[config.mk]
export PLATFORM = sky130hd
export DESIGN_NAME = add_sub_align_unit_flat
export DESIGN_NICKNAME = d
export VERILOG_FILES = /design/src/rtl/add_sub_align_unit_if.sv /design/src/rtl/add_sub_align_unit.sv /design/src/flat_wrapper.sv
export SDC_FILE = /design/constraint.sdc
export NUM_CORES = 1
export LEC_CHECK = 0
export CAP_MARGIN = 20
export CORE_AREA = 4 4 142 199
export CTS_CLUSTER_SIZE = 12
export DETAILED_ROUTE_END_ITERATION = 8
export DIE_AREA = 0 0 146 203
export PLACE_DENSITY = 0.55
export SLEW_MARGIN = 20
export SYNTH_ARGS = -nofsm -noshare
export SYNTH_HDL_FRONTEND = slang
export SYNTH_SLANG_ARGS = --single-unit
[constraint.sdc]
create_clock -name i_clk -period 3.05 [get_ports i_clk]
set_input_delay 0.4575 -clock i_clk [delete_from_list [all_inputs] [get_ports i_clk]]
set_output_delay 0.4575 -clock i_clk [all_outputs]
set_load 0.03 [all_outputs]
[src/rtl/add_sub_align_unit_if.sv]
// Handshake and operand/result bundle for the add/sub alignment stage.
// The master side supplies operands and accepts results; the slave side is the aligner.
interface add_sub_align_unit_if #(
    parameter int SIZE_EXP  = 8,
    parameter int SIZE_MAN  = 24,
    parameter int SIZE_DATA = 27
) ();
    logic                 i_valid;
    logic                 o_ready;
    logic                 i_sign_a;
    logic                 i_sign_b;
    logic [SIZE_EXP-1:0]  i_exp_a;
    logic [SIZE_EXP-1:0]  i_exp_b;
    logic [SIZE_MAN-1:0]  i_man_a;
    logic [SIZE_MAN-1:0]  i_man_b;
    logic                 o_valid;
    logic                 i_ready;
    logic [SIZE_EXP-1:0]  o_exp;
    logic                 o_sign_big;
    logic                 o_sign_small;
    logic [SIZE_DATA-1:0] o_man_big;
    logic [SIZE_DATA-1:0] o_man_small;
    logic                 o_swap;
    logic                 o_shift_sat;

    modport master (
        output i_valid, i_sign_a, i_sign_b, i_exp_a, i_exp_b,
        output i_man_a, i_man_b, i_ready,
        input  o_ready, o_valid, o_exp, o_sign_big, o_sign_small,
        input  o_man_big, o_man_small, o_swap, o_shift_sat
    );

    modport slave (
        input  i_valid, i_sign_a, i_sign_b, i_exp_a, i_exp_b,
        input  i_man_a, i_man_b, i_ready,
        output o_ready, o_valid, o_exp, o_sign_big, o_sign_small,
        output o_man_big, o_man_small, o_swap, o_shift_sat
    );
endinterface

[src/rtl/add_sub_align_unit.sv]
// FPU add/sub pre-adder alignment: compare/swap stage, then right-shift stage.
// Define ALIGN_STICKY_EN to fold shifted-out bits into the LSB of o_man_small.
module add_sub_align_unit #(
    parameter int SIZE_EXP   = 8,
    parameter int SIZE_MAN   = 24,
    parameter int SIZE_DATA  = 27,
    parameter int SIZE_SHIFT = 5
) (
    input logic i_clk,
    input logic i_rst,
    add_sub_align_unit_if.slave bus
);

    typedef struct packed {
        logic                  sign_big;
        logic                  sign_small;
        logic [SIZE_EXP-1:0]   exp_big;
        logic [SIZE_MAN-1:0]   man_big;
        logic [SIZE_MAN-1:0]   man_small;
        logic [SIZE_SHIFT-1:0] d;
        logic                  sat;
        logic                  swap;
    } s1_t;

    typedef struct packed {
        logic [SIZE_EXP-1:0]  exp_big;
        logic                 sign_big;
        logic                 sign_small;
        logic [SIZE_DATA-1:0] man_big;
        logic [SIZE_DATA-1:0] man_small;
        logic                 swap;
        logic                 sat;
    } s2_t;

    logic                 s1_valid;
    logic                 s2_valid;
    logic                 s1_ld;
    logic                 s2_ld;
    s1_t                  s1_d;
    s1_t                  s1_q;
    s2_t                  s2_d;
    s2_t                  s2_q;
    logic                 a_big;
    logic [SIZE_EXP-1:0]  diff;
    logic [SIZE_DATA-1:0] ext;
    logic [SIZE_DATA-1:0] shifted;

    // Elastic handshake: each stage reloads when empty or draining this cycle.
    assign s2_ld       = !s2_valid || bus.i_ready;
    assign s1_ld       = !s1_valid || s2_ld;
    assign bus.o_ready = !i_rst && s1_ld;
    assign bus.o_valid = s2_valid;

    always_comb begin
        a_big = (bus.i_exp_a > bus.i_exp_b) ||
                ((bus.i_exp_a == bus.i_exp_b) && (bus.i_man_a >= bus.i_man_b));
        diff = '0;
        s1_d = '0;
        if (a_big) begin
            diff            = bus.i_exp_a - bus.i_exp_b;
            s1_d.sign_big   = bus.i_sign_a;
            s1_d.sign_small = bus.i_sign_b;
            s1_d.exp_big    = bus.i_exp_a;
            s1_d.man_big    = bus.i_man_a;
            s1_d.man_small  = bus.i_man_b;
        end else begin
            diff            = bus.i_exp_b - bus.i_exp_a;
            s1_d.sign_big   = bus.i_sign_b;
            s1_d.sign_small = bus.i_sign_a;
            s1_d.exp_big    = bus.i_exp_b;
            s1_d.man_big    = bus.i_man_b;
            s1_d.man_small  = bus.i_man_a;
        end
        s1_d.swap = !a_big;
        s1_d.sat  = diff >= SIZE_EXP'(SIZE_DATA);
        // Low bits suffice: larger differences take the saturation path.
        s1_d.d    = diff[SIZE_SHIFT-1:0];
    end

    always_comb begin
        ext     = {s1_q.man_small, 3'b000};
        shifted = ext >> s1_q.d;
        s2_d    = '0;
        s2_d.exp_big    = s1_q.exp_big;
        s2_d.sign_big   = s1_q.sign_big;
        s2_d.sign_small = s1_q.sign_small;
        s2_d.man_big    = {s1_q.man_big, 3'b000};
        s2_d.swap       = s1_q.swap;
        s2_d.sat        = s1_q.sat;
`ifdef ALIGN_STICKY_EN
        if (s1_q.sat) begin
            s2_d.man_small = {{(SIZE_DATA-1){1'b0}}, |s1_q.man_small};
        end else begin
            s2_d.man_small    = shifted;
            s2_d.man_small[0] = shifted[0] |
                                (|(ext & ~({SIZE_DATA{1'b1}} << s1_q.d)));
        end
`else
        s2_d.man_small = s1_q.sat ? '0 : shifted;
`endif
    end

    always_ff @(posedge i_clk) begin
        if (i_rst) begin
            s1_valid <= 1'b0;
            s2_valid <= 1'b0;
            s1_q     <= '0;
            s2_q     <= '0;
        end else begin
            if (s1_ld) begin
                s1_valid <= bus.i_valid;
                if (bus.i_valid) s1_q <= s1_d;
            end
            if (s2_ld) begin
                s2_valid <= s1_valid;
                if (s1_valid) s2_q <= s2_d;
            end
        end
    end

    assign bus.o_exp        = s2_q.exp_big;
    assign bus.o_sign_big   = s2_q.sign_big;
    assign bus.o_sign_small = s2_q.sign_small;
    assign bus.o_man_big    = s2_q.man_big;
    assign bus.o_man_small  = s2_q.man_small;
    assign bus.o_swap       = s2_q.swap;
    assign bus.o_shift_sat  = s2_q.sat;

endmodule
[src/flat_wrapper.sv]
// flat-port wrapper written by rule: the top's interface ports become plain ports
module add_sub_align_unit_flat 
#(
    parameter int SIZE_EXP   = 8,
    parameter int SIZE_MAN   = 24,
    parameter int SIZE_DATA  = 27,
    parameter int SIZE_SHIFT = 5
)
  (i_clk, i_rst, bus_i_valid, bus_i_sign_a, bus_i_sign_b, bus_i_exp_a, bus_i_exp_b, bus_i_man_a, bus_i_man_b, bus_i_ready, bus_o_ready, bus_o_valid, bus_o_exp, bus_o_sign_big, bus_o_sign_small, bus_o_man_big, bus_o_man_small, bus_o_swap, bus_o_shift_sat);
  add_sub_align_unit_if #(.SIZE_EXP(SIZE_EXP), .SIZE_MAN(SIZE_MAN), .SIZE_DATA(SIZE_DATA)) bus_i ();
  input logic i_clk;
  input logic i_rst;
  input wire logic [$bits(bus_i.i_valid)-1:0] bus_i_valid;
  input wire logic [$bits(bus_i.i_sign_a)-1:0] bus_i_sign_a;
  input wire logic [$bits(bus_i.i_sign_b)-1:0] bus_i_sign_b;
  input wire logic [$bits(bus_i.i_exp_a)-1:0] bus_i_exp_a;
  input wire logic [$bits(bus_i.i_exp_b)-1:0] bus_i_exp_b;
  input wire logic [$bits(bus_i.i_man_a)-1:0] bus_i_man_a;
  input wire logic [$bits(bus_i.i_man_b)-1:0] bus_i_man_b;
  input wire logic [$bits(bus_i.i_ready)-1:0] bus_i_ready;
  output wire logic [$bits(bus_i.o_ready)-1:0] bus_o_ready;
  output wire logic [$bits(bus_i.o_valid)-1:0] bus_o_valid;
  output wire logic [$bits(bus_i.o_exp)-1:0] bus_o_exp;
  output wire logic [$bits(bus_i.o_sign_big)-1:0] bus_o_sign_big;
  output wire logic [$bits(bus_i.o_sign_small)-1:0] bus_o_sign_small;
  output wire logic [$bits(bus_i.o_man_big)-1:0] bus_o_man_big;
  output wire logic [$bits(bus_i.o_man_small)-1:0] bus_o_man_small;
  output wire logic [$bits(bus_i.o_swap)-1:0] bus_o_swap;
  output wire logic [$bits(bus_i.o_shift_sat)-1:0] bus_o_shift_sat;
  assign bus_i.i_valid = bus_i_valid;
  assign bus_i.i_sign_a = bus_i_sign_a;
  assign bus_i.i_sign_b = bus_i_sign_b;
  assign bus_i.i_exp_a = bus_i_exp_a;
  assign bus_i.i_exp_b = bus_i_exp_b;
  assign bus_i.i_man_a = bus_i_man_a;
  assign bus_i.i_man_b = bus_i_man_b;
  assign bus_i.i_ready = bus_i_ready;
  assign bus_o_ready = bus_i.o_ready;
  assign bus_o_valid = bus_i.o_valid;
  assign bus_o_exp = bus_i.o_exp;
  assign bus_o_sign_big = bus_i.o_sign_big;
  assign bus_o_sign_small = bus_i.o_sign_small;
  assign bus_o_man_big = bus_i.o_man_big;
  assign bus_o_man_small = bus_i.o_man_small;
  assign bus_o_swap = bus_i.o_swap;
  assign bus_o_shift_sat = bus_i.o_shift_sat;
  add_sub_align_unit #(.SIZE_EXP(SIZE_EXP), .SIZE_MAN(SIZE_MAN), .SIZE_DATA(SIZE_DATA), .SIZE_SHIFT(SIZE_SHIFT)) u_core (.i_clk(i_clk), .i_rst(i_rst), .bus(bus_i));
endmodule
==> reports/metrics.yaml <==
yosys:
  synth-edff-count: 0
  avgSynthCellArea_um2: 8.02
  async_flop_share_pct: 0
  yosysSeqAreaShare_pct: 35.4
  synthFlopType: "dfxtp_1"
  synth.most_common_cell: "nor2_1"
  yosysUniqueCellTypes: 50
  netlist_instances: 916
  yosysWarnings: 0
  syn_area_um2: 7350
  ys_ff_latch: 130
  synth.area.top_cells: "dfxtp_1 (35%), a211oi_1 (7.5%), nor2_1 (7.4%), ha_1 (6.6%), a21oi_1 (6.5%)"
  synth_common_cells: "nor2_1 (144), dfxtp_1 (130), nand2_1 (121)"
  yosys.area.top_type: "dfxtp_1"
  netlist.area_leader.share_pct: 35.4
power:
  p_leak_nw: 4.56
  power_density_nw_per_um2: 516
  switching_share_pct: 30.0
  p_sw_mw: 1.66
  ir_drop_uv: 288
  finalPower_mw: 5.54
  p_int_mw: 3.88
  p_comb_share_pct: 25.9
  p_seq_share_pct: 34.4
  power_frac_clock_pct: 39.7
sta:
  period_share_pct: 97.2
  worst_slew_margin_rel_pct: 32.2
  min_period_ns: 2.96
  setup_viol: 0
  tightest_slew_ns: 1.02
  fin_ws_ns: 0.0859
  hold_viol: 0
  clock_skew_ns: 0.0104
  finalMaxSlewViolations: 0
  timing.fmax_ghz: 0.337
  tns_ns: 0
  holdWs_ns: 0.440
grt:
  grt_usage_pct: 14.7
  antenna_found_initial: 1
  grt_pass1_wl_um: 35100
  grt_max_degree: 131
  grt_overflow: 0
  grt_pass1_vias: 6747
detailed_routing:
  antenna_left: 0
  vias: 7027
  wl_per_cell_um: 15.4
  routed_wl_um: 22500
  drtIter0Drc: 272
  drc_errors: 0
  firstDrtPassIters: 7
  viasPerCell: 4.82
setup_path:
  end_kind: "register"
  crit_fanout: 7
  worstPathRequired_ns: 3.39
  worstSetupPathType: "in2reg"
  cp-start-kind: "input pin"
  arrival_ns: 3.31
floorplanning:
  start_util_pct: 27.7
  top_level_ports: 138
  core_area_um2: 26600
  die_h_um: 203
  rows: 71
  die_width_um: 146
  die_area_um2: 29600
final_layout:
  num-fill-cells: 2660
  fin_area_um2: 10700
  fin_util_pct: 40.4
  nNetsFinal: 1227
  fin_cells: 1458
  drive_above_1_share_pct: 19.4
  area_growth_pct: 46.2
cts:
  clock-root-buffer: "clkbuf_16"
  path_clk_slew_ns: 0.06
  cts_buffer_depth: 2
  cts_buffers: 17
  insertion_delay_ns: 0.43
  clock_sinks: 130
  cts_tree: "built"
  hold_buffers: 0
  h-tree-depth: 4
outcome:
  status: "complete, no violations"
flow_run:
  maxCapViolations: 0
placement:
  gp_congestion: 0.838
  dp.cells: 1418
  pre_cts_ws_ns: -0.483
  port_buffers: 134
  dp_hpwl_um: 16800
  place_area_um2: 9710
min_path:
  hold_class: "in2reg"
final timing paths:
| kind | slack (ns) | start | cells past startpoint | endpoint |
|---|---|---|---|---|
| setup / recovery | 0.09 | bus_i_man_b[15] | 16 | u_core.s1_q[1]$_SDFFE_PP0P_ |
| hold / removal | 0.44 | bus_i_man_b[19] | 3 | u_core.s1_q[50]$_SDFFE_PP0P_ |
| setup reg to reg | 0.45 | u_core.s1_q[3]$_SDFFE_PP0P_ | 8 | u_core.bus.o_man_small[4]$_SDFFE_PP0P_ |
| hold reg to reg | 0.45 | u_core.bus.o_man_big[26]$_SDFFE_PP0P_ | 2 | u_core.bus.o_man_big[26]$_SDFFE_PP0P_ |
power groups by stage:
| stage | sequential (mW) | clock (mW) | combinational [mW] |
|---|---|---|---|
| final | 1.91 | 2.20 | 1.43 |
| after global routing | 1.92 | 2.31 | 1.57 |
| after CTS | 1.91 | 2.26 | 1.35 |
| after detailed placement | 1.95 | 0 | 1.34 |
| after global placement | 1.94 | 0 | 1.33 |
| after floorplan | 1.96 | 0 | 0.777 |
metal layers:
| layer | global-route usage, % | vias up | share of wire (%) |
|---|---|---|---|
| li1 | - | 3607 | - |
| met1 | 16.9 | 3263 | 42 |
| met2 | 26.7 | 127 | 52 |
| met3 | 3.08 | 30 | 3.7 |
| met4 | 5.58 | 0 | 2.4 |
| met5 | 0 | - | 0 |
what timing repair did:
action	4_1_cts	5_1_grt
pin swaps	0	19
gates resized for setup	2	63
setup endpoints to repair	24	49
buffers inserted	0	7
cells in the final DEF, fill, tap and decap left out, types with 5 or more instances in the layout:
cell type / count
clkdlybuf4s50_1: 117
and3_1: 5
buf_12: 8
nor2_1: 144
buf_4: 109
ha_1: 26
nor2b_1: 8
a21oi_1: 93
dfxtp_1: 130
inv_2: 7
nor3_1: 6
mux4_2: 11
a31oi_1: 5
nand2_1: 120
clkbuf_16: 17
a222oi_1: 7
inv_1: 42
mux2i_1: 43
a22oi_1: 18
inv_6: 5
o21ai_0: 18
dlymetal6s2s_1: 16
a211oi_1: 69
mux2_2: 11
ha_4: 12
nand3_1: 5
sequential cells by signal, indices dropped and copies added, names as in the netlist:
register and count:
u_core.s1_q 41, u_core.bus.o_man_small 27, u_core.bus.o_man_big 24, u_core.ext 24, u_core.bus.o_exp 8, u_core.bus.o_shift_sat 1
u_core.bus.o_sign_big 1, u_core.bus.o_sign_small 1, u_core.bus.o_swap 1, u_core.bus.o_valid 1, u_core.s1_valid 1
worst max-delay path, stage by stage:
cell	delay (ns)
clkdlybuf4s50_1	0.50
inv_1	0.10
ha_4	0.28
nand2_1	0.07
buf_4	0.14
nor4_4	0.27
buf_4	0.16
nand2_1	0.06
o21ai_2	0.08
buf_6	0.13
o21ai_4	0.05
buf_12	0.16
mux2i_4	0.19
xnor2_2	0.16
a211o_1	0.27
a311oi_1	0.23
cell families after synthesis:
family | share of synthesized area (%)
AO/OA/AOI/OAI | 21.1
XOR/XNOR | 0.715
adder cells (fa/ha/maj) | 7.19
buffers and inverters | 6.79
flip-flops | 35.4
multiplexers | 11.3
other | 0.0510
AND/OR/NAND/NOR | 17.4
area by class of cell:
class | instances | area (um2) | area share [%]
diodes | 1 | 2.50 | 0.0233
clock buffers | 18 | 429 | 3.99
clock inverters | 14 | 201 | 1.88
inverters | 50 | 188 | 1.75
multi-input cells | 665 | 4540 | 42.2
flip-flops and latches | 130 | 2600 | 24.2
well taps | 328 | 410 | 3.82
repair buffers | 252 | 2370 | 22.1
Power figures use the tool's default switching activity.
